[config.mk]
export PLATFORM = sky130hd
export DESIGN_NAME = bist_pattern_gen_flat
export DESIGN_NICKNAME = d
export VERILOG_FILES = /design/src/rtl/bist_pattern_gen_if.sv /design/src/rtl/bist_pattern_gen.sv /design/src/flat_wrapper.sv
export SDC_FILE = /design/constraint.sdc
export NUM_CORES = 1
export LEC_CHECK = 0
export CORE_MARGIN = 1.5
export CORE_UTILIZATION = 30
export CTS_BUF_LIST = sky130_fd_sc_hd__clkbuf_8 sky130_fd_sc_hd__clkbuf_16
export DETAILED_ROUTE_END_ITERATION = 16
export HOLD_SLACK_MARGIN = 0.15
export PLACE_DENSITY = 0.67
export SKIP_CTS_REPAIR_TIMING = 1
export SLEW_MARGIN = 10
export SYNTH_ARGS = -nofsm -noshare
export SYNTH_HDL_FRONTEND = slang
export SYNTH_SLANG_ARGS = --single-unit
[constraint.sdc]
create_clock -name clk -period 1.85 [get_ports clk]
set_input_delay 0.555 -clock clk [delete_from_list [all_inputs] [get_ports clk]]
set_output_delay 0.555 -clock clk [all_outputs]
set_load 0.03 [all_outputs]
[src/rtl/bist_pattern_gen_if.sv]
// Handshake/bus bundle between the BIST controller and the SRAM pattern sequencer.
interface bist_pattern_gen_if #(
  parameter int ADDR_WIDTH = 8,
  parameter int DATA_WIDTH = 4
);
  logic                  start;
  logic                  cen;
  logic [1:0]            mode;
  logic [ADDR_WIDTH-1:0] addr;
  logic [DATA_WIDTH-1:0] wdata;
  logic [DATA_WIDTH-1:0] exp_data;
  logic                  we;
  logic                  re;
  logic [1:0]            phase;
  logic                  busy;
  logic                  done;

  modport master (
    output start, cen, mode,
    input  addr, wdata, exp_data, we, re, phase, busy, done
  );

  modport slave (
    input  start, cen, mode,
    output addr, wdata, exp_data, we, re, phase, busy, done
  );
endinterface

[src/rtl/bist_pattern_gen.sv]
// SRAM BIST sequencer: W0, R0, W1, R1 full-array passes with four background patterns.
// Optional macro BIST_DOWN_READ_EN makes the R1 pass walk addresses downwards.
module bist_pattern_gen #(
  parameter int ADDR_WIDTH = 8,
  parameter int DATA_WIDTH = 4,
  parameter int COL_BITS   = 2
) (
  input  logic               clk,
  input  logic               rst,
  bist_pattern_gen_if.slave  bus
);

  typedef enum logic [2:0] {
    S_IDLE = 3'd0,
    S_W0   = 3'd1,
    S_R0   = 3'd2,
    S_W1   = 3'd3,
    S_R1   = 3'd4,
    S_DONE = 3'd5
  } state_e;

  localparam logic [ADDR_WIDTH-1:0] ADDR_MAX = '1;

  state_e                state_q, state_d;
  logic [ADDR_WIDTH-1:0] addr_q, addr_d;
  logic [1:0]            mode_q, mode_d;
  logic [DATA_WIDTH-1:0] bg;

  // Bit i of the alternating mask is i[0]; it provides the intra-word toggle.
  function automatic logic [DATA_WIDTH-1:0] bg_word(input logic [1:0] m,
                                                    input logic [ADDR_WIDTH-1:0] a);
    logic [DATA_WIDTH-1:0] alt;
    logic [DATA_WIDTH-1:0] w;
    for (int i = 0; i < DATA_WIDTH; i++) alt[i] = ((i % 2) == 1);
    case (m)
      2'b01:   w = {DATA_WIDTH{a[0] ^ a[COL_BITS]}} ^ alt;
      2'b10:   w = {DATA_WIDTH{a[COL_BITS]}};
      2'b11:   w = {DATA_WIDTH{a[0]}} ^ alt;
      default: w = '0;
    endcase
    return w;
  endfunction

  always_ff @(posedge clk) begin
    if (rst) begin
      state_q <= S_IDLE;
      addr_q  <= '0;
      mode_q  <= 2'b00;
    end else begin
      state_q <= state_d;
      addr_q  <= addr_d;
      mode_q  <= mode_d;
    end
  end

  always_comb begin
    state_d = state_q;
    addr_d  = addr_q;
    mode_d  = mode_q;
    case (state_q)
      S_IDLE, S_DONE: begin
        if (bus.start) begin
          state_d = S_W0;
          addr_d  = '0;
          mode_d  = bus.mode;
        end
      end
      S_W0, S_R0, S_W1, S_R1: begin
        if (bus.cen) begin
`ifdef BIST_DOWN_READ_EN
          if (state_q == S_R1) begin
            if (addr_q == '0) state_d = S_DONE;
            else              addr_d  = addr_q - ADDR_WIDTH'(1);
          end else if (addr_q == ADDR_MAX) begin
            // W1 exit preloads the top address so R1 can count down.
            addr_d = (state_q == S_W1) ? ADDR_MAX : '0;
            case (state_q)
              S_W0:    state_d = S_R0;
              S_R0:    state_d = S_W1;
              default: state_d = S_R1;
            endcase
          end else begin
            addr_d = addr_q + ADDR_WIDTH'(1);
          end
`else
          if (addr_q == ADDR_MAX) begin
            addr_d = '0;
            case (state_q)
              S_W0:    state_d = S_R0;
              S_R0:    state_d = S_W1;
              S_W1:    state_d = S_R1;
              default: state_d = S_DONE;
            endcase
          end else begin
            addr_d = addr_q + ADDR_WIDTH'(1);
          end
`endif
        end
      end
      default: begin
        state_d = S_IDLE;
        addr_d  = '0;
      end
    endcase
  end

  always_comb begin
    bg           = bg_word(mode_q, addr_q);
    bus.addr     = addr_q;
    bus.wdata    = '0;
    bus.exp_data = '0;
    bus.we       = 1'b0;
    bus.re       = 1'b0;
    bus.phase    = 2'd0;
    bus.busy     = 1'b0;
    bus.done     = 1'b0;
    case (state_q)
      S_W0: begin
        bus.we    = 1'b1;
        bus.wdata = bg;
        bus.busy  = 1'b1;
      end
      S_R0: begin
        bus.re       = 1'b1;
        bus.exp_data = bg;
        bus.phase    = 2'd1;
        bus.busy     = 1'b1;
      end
      S_W1: begin
        bus.we    = 1'b1;
        bus.wdata = ~bg;
        bus.phase = 2'd2;
        bus.busy  = 1'b1;
      end
      S_R1: begin
        bus.re       = 1'b1;
        bus.exp_data = ~bg;
        bus.phase    = 2'd3;
        bus.busy     = 1'b1;
      end
      S_DONE:  bus.done = 1'b1;
      default: ;
    endcase
  end

endmodule

[src/flat_wrapper.sv]
// flat-port wrapper written by rule: the top's interface ports become plain ports
module bist_pattern_gen_flat 
#(
  parameter int ADDR_WIDTH = 8,
  parameter int DATA_WIDTH = 4,
  parameter int COL_BITS   = 2
)
  (clk, rst, bus_start, bus_cen, bus_mode, bus_addr, bus_wdata, bus_exp_data, bus_we, bus_re, bus_phase, bus_busy, bus_done);
  bist_pattern_gen_if #(.ADDR_WIDTH(ADDR_WIDTH), .DATA_WIDTH(DATA_WIDTH)) bus_i ();
  input  logic clk;
  input  logic rst;
  input wire logic [$bits(bus_i.start)-1:0] bus_start;
  input wire logic [$bits(bus_i.cen)-1:0] bus_cen;
  input wire logic [$bits(bus_i.mode)-1:0] bus_mode;
  output wire logic [$bits(bus_i.addr)-1:0] bus_addr;
  output wire logic [$bits(bus_i.wdata)-1:0] bus_wdata;
  output wire logic [$bits(bus_i.exp_data)-1:0] bus_exp_data;
  output wire logic [$bits(bus_i.we)-1:0] bus_we;
  output wire logic [$bits(bus_i.re)-1:0] bus_re;
  output wire logic [$bits(bus_i.phase)-1:0] bus_phase;
  output wire logic [$bits(bus_i.busy)-1:0] bus_busy;
  output wire logic [$bits(bus_i.done)-1:0] bus_done;
  assign bus_i.start = bus_start;
  assign bus_i.cen = bus_cen;
  assign bus_i.mode = bus_mode;
  assign bus_addr = bus_i.addr;
  assign bus_wdata = bus_i.wdata;
  assign bus_exp_data = bus_i.exp_data;
  assign bus_we = bus_i.we;
  assign bus_re = bus_i.re;
  assign bus_phase = bus_i.phase;
  assign bus_busy = bus_i.busy;
  assign bus_done = bus_i.done;
  bist_pattern_gen #(.ADDR_WIDTH(ADDR_WIDTH), .DATA_WIDTH(DATA_WIDTH), .COL_BITS(COL_BITS)) u_core (.clk(clk), .rst(rst), .bus(bus_i));
endmodule
==> results.md <==
- Crit. End Element: primary output
- Commonest non-fill, non-tap cells in the layout: 29 x buf_4, 10 x dlymetal6s2s_1, 9 x a21oi_1, 9 x buf_6, 9 x dfxtp_1
- Worst setup SP type: flop
- Chip Height: roughly 60 µm
- Initial Util: a little under a third
- Final setup TNS: -2.184 ns
- Pins over their slew limit: 0
- Post-Route WL: between 2000 and 3000 µm
- Syn_nets: about 130
- Post-route minimum period: approximately 2.2 ns
- Actual slew at the worst max-slew pin: approximately 0.42 ns
- Layout fillers: 302
- # rows: 20
- Share of the synthesized area in the top cell type: 26.91%
- Starting DRT DRC Count: 39
- Clk pin slew, worst setup/hold paths: ~0.06 ns
- Pleak: 0.7710 nW
- Grt total ovfl: 0
- Async SR Flop Fraction: 0%
- Netlist cell types: 45
- Share of layout cells above drive strength 1: between 40% and 50%
- # H-tree levels: 1
- Final Cell Area: around 0.0016 mm²
- VDD IR-drop max: 0.6790 mV
- CP required: approximately 1.3 ns
- Final nets: 173
- TritonCTS clock tree: done
- PD cells: 1343 mW/mm²
- Io pins: 28
- Root buf cell: clkbuf_8
- Largest net degree at the start of global routing: 15
- Syn Inst Count: around 120
- Antenna Nets Post-Route: 0
- Worst slack after detailed placement: -0.4227 ns
- Gp weighted congestion: between 0.8 and 0.9
- Die X: 59.78 µm
- CTS Buf Count: 3
- DRC: 0
- TritonRoute pass-1 iters: 4
- I/O Buffers: 27
- Synth Cell Area: approximately 970 µm²
- Clk buf depth: 2
- Crit path DAT: between 1.5 and 2 ns
- CORE AREA: slightly above 0.003 mm²
- Outcome: finished with violations
- Final hold vios: 0
- Cell taking the most area after synthesis: dfxtp_1
- Multi-input logic area: 753.2 µm²
- Initial antenna violation count: 0
- Vias per cell: between 5 and 6
- First-pass GRT wire length: 4636 µm
- Die ar.: about 0.0036 mm²
- Post-synthesis sequential area ratio: a little over a quarter
- CP max FO: 5
- Warnings, synthesis: 0
- HP Class: reg2reg
- Most common cell after layout, fill and taps aside: buf_4
- Max cap viols: 0
- Layout Cells excl Fill: ~210
- GRT Overall Usage: between 10% and 20%
- Inst Count DP: between 200 and 250
- Endpoints failing setup: 9
- EDFF count, synth: 0
- Slew HR: between 70 and 80%
- Most used DFF post-synth: dfxtp_1
- RSZ-0062 raised after global routing: yes
- Dpl cell area: about 0.0014 mm²
- ANT cells: 0
- Final WS setup: -0.3490 ns
- Failing checks: setup timing
- Final Cycle Share: 118.9%
- Post-DP HPWL: just over 2000 µm
- Syn Area/Cell: between 7 and 8 µm²
- Vias in the first global route: ~1.1k
- CTS Sinks: 13
- WL/cell: 13.99 µm
- Kind of critical path: reg2out
- Synth area leaders: dfxtp_1 27%, a21oi_1 5.2%, buf_4 4.7%, nor2_1 3.5%, mux2i_1 3.1%
- Storage element area: between 200 and 300 µm²
- P&R area growth vs syn: 66.75%
- Routed vias: around 1.1k
- Seq cells post-synth: 13
- Worst Skew: approximately 0.0016 ns
- Clock latency at the later pin of the worst-skew pair: about 0.24 ns
- Fmax: 0.4547 GHz
logic make-up (layout without fill, tap and decap cells):
| logic type | count (synthesis) | in the layout | share of synthesized area [%] |
|---|---|---|---|
| mux | 3 | 3 | 3.105 |
| fa+ha+maj | 1 | 1 | 1.293 |
| flops | 13 | 13 | 26.91 |
| simple gates | 51 | 51 | 31.18 |
| compound gates | 38 | 39 | 28.33 |
| buf+inv | 15 | 58 | 9.184 |
sequential cells by signal (all words and copies together), names as in the netlist:
name and cells:
u_core.state_q 3, u_core.bus.addr 8, u_core.mode_q 2
routing by layer:
metal | GRT usage (%) | wire length (µm) | vias to the layer above
met3 | 4.762 | 214 | 4
met5 | 0 | 0 | -
met2 | 27.64 | 1460 | 46
met4 | 2.540 | 27 | 0
met1 | 21.05 | 1222 | 535
li1 | - | - | 555
final cells by class:
type,count,share of cell area (%)
clock buffers,3,2.560
inverters,2,0.4655
repair buffers,52,29.71
flip-flops and latches,13,16.91
multi-input cells,94,46.70
clock inverters,1,0.2327
well taps,44,3.413
worst max-delay path, stage by stage (launching register included):
cell,delay (ns)
dfxtp_4,0.37
and3b_1,0.18
o21a_1,0.18
or3_4,0.35
o22ai_4,0.18
buf_6,0.16
Yosys cell counts (2+ instances only):
cell / instances
o31ai_1: 4
buf_2: 2
or4_1: 4
and3b_1: 2
o21ai_0: 4
dfxtp_1: 13
a31oi_1: 3
nand3_1: 4
nor4_1: 2
buf_4: 6
and3_1: 4
a21oi_1: 10
mux2i_1: 3
a211o_1: 2
or3_1: 2
nand4_1: 2
o21a_1: 2
nand2b_1: 3
inv_1: 2
o22ai_1: 2
clkbuf_1: 4
nand2_1: 5
nand4b_1: 2
nor3_1: 4
nor2_1: 9
nor2b_1: 2
worst paths after layout:
| path | start | end | slack (ns) | cells after the start |
|---|---|---|---|---|
| setup / recovery | u_core.mode_q[1] | bus_exp_data[1] | -0.35 | 5 |
| hold / removal | u_core.bus.addr[5] | u_core.bus.addr[5] | 0.48 | 2 |
| setup reg to reg | u_core.state_q[1] | u_core.bus.addr[4] | 0.05 | 6 |
| hold reg to reg | u_core.bus.addr[5] | u_core.bus.addr[5] | 0.48 | 2 |
through the flow:
| stage | power (mW) | util [%] | hold slack (ns) |
|---|---|---|---|
| 5_1_grt | 2.297 | 52.83 | 0.5161 |
| 4_1_cts | 1.951 | 47.38 | 0.4936 |
| 2_1_floorplan | 1.289 | - | 0.5116 |
| 3_3_place_gp | 1.660 | 45.90 | 0.4820 |
| 6_report | 2.167 | 52.83 | 0.4791 |
| 3_5_place_dp | 1.696 | 45.90 | 0.4809 |
power breakdown:
group	internal [mW]	switching [mW]	total, mW
clock network	0.146	0.104	0.250
logic	0.696	0.856	1.55
registers	0.327	0.0373	0.364
(Power assumes the default switching activity.)
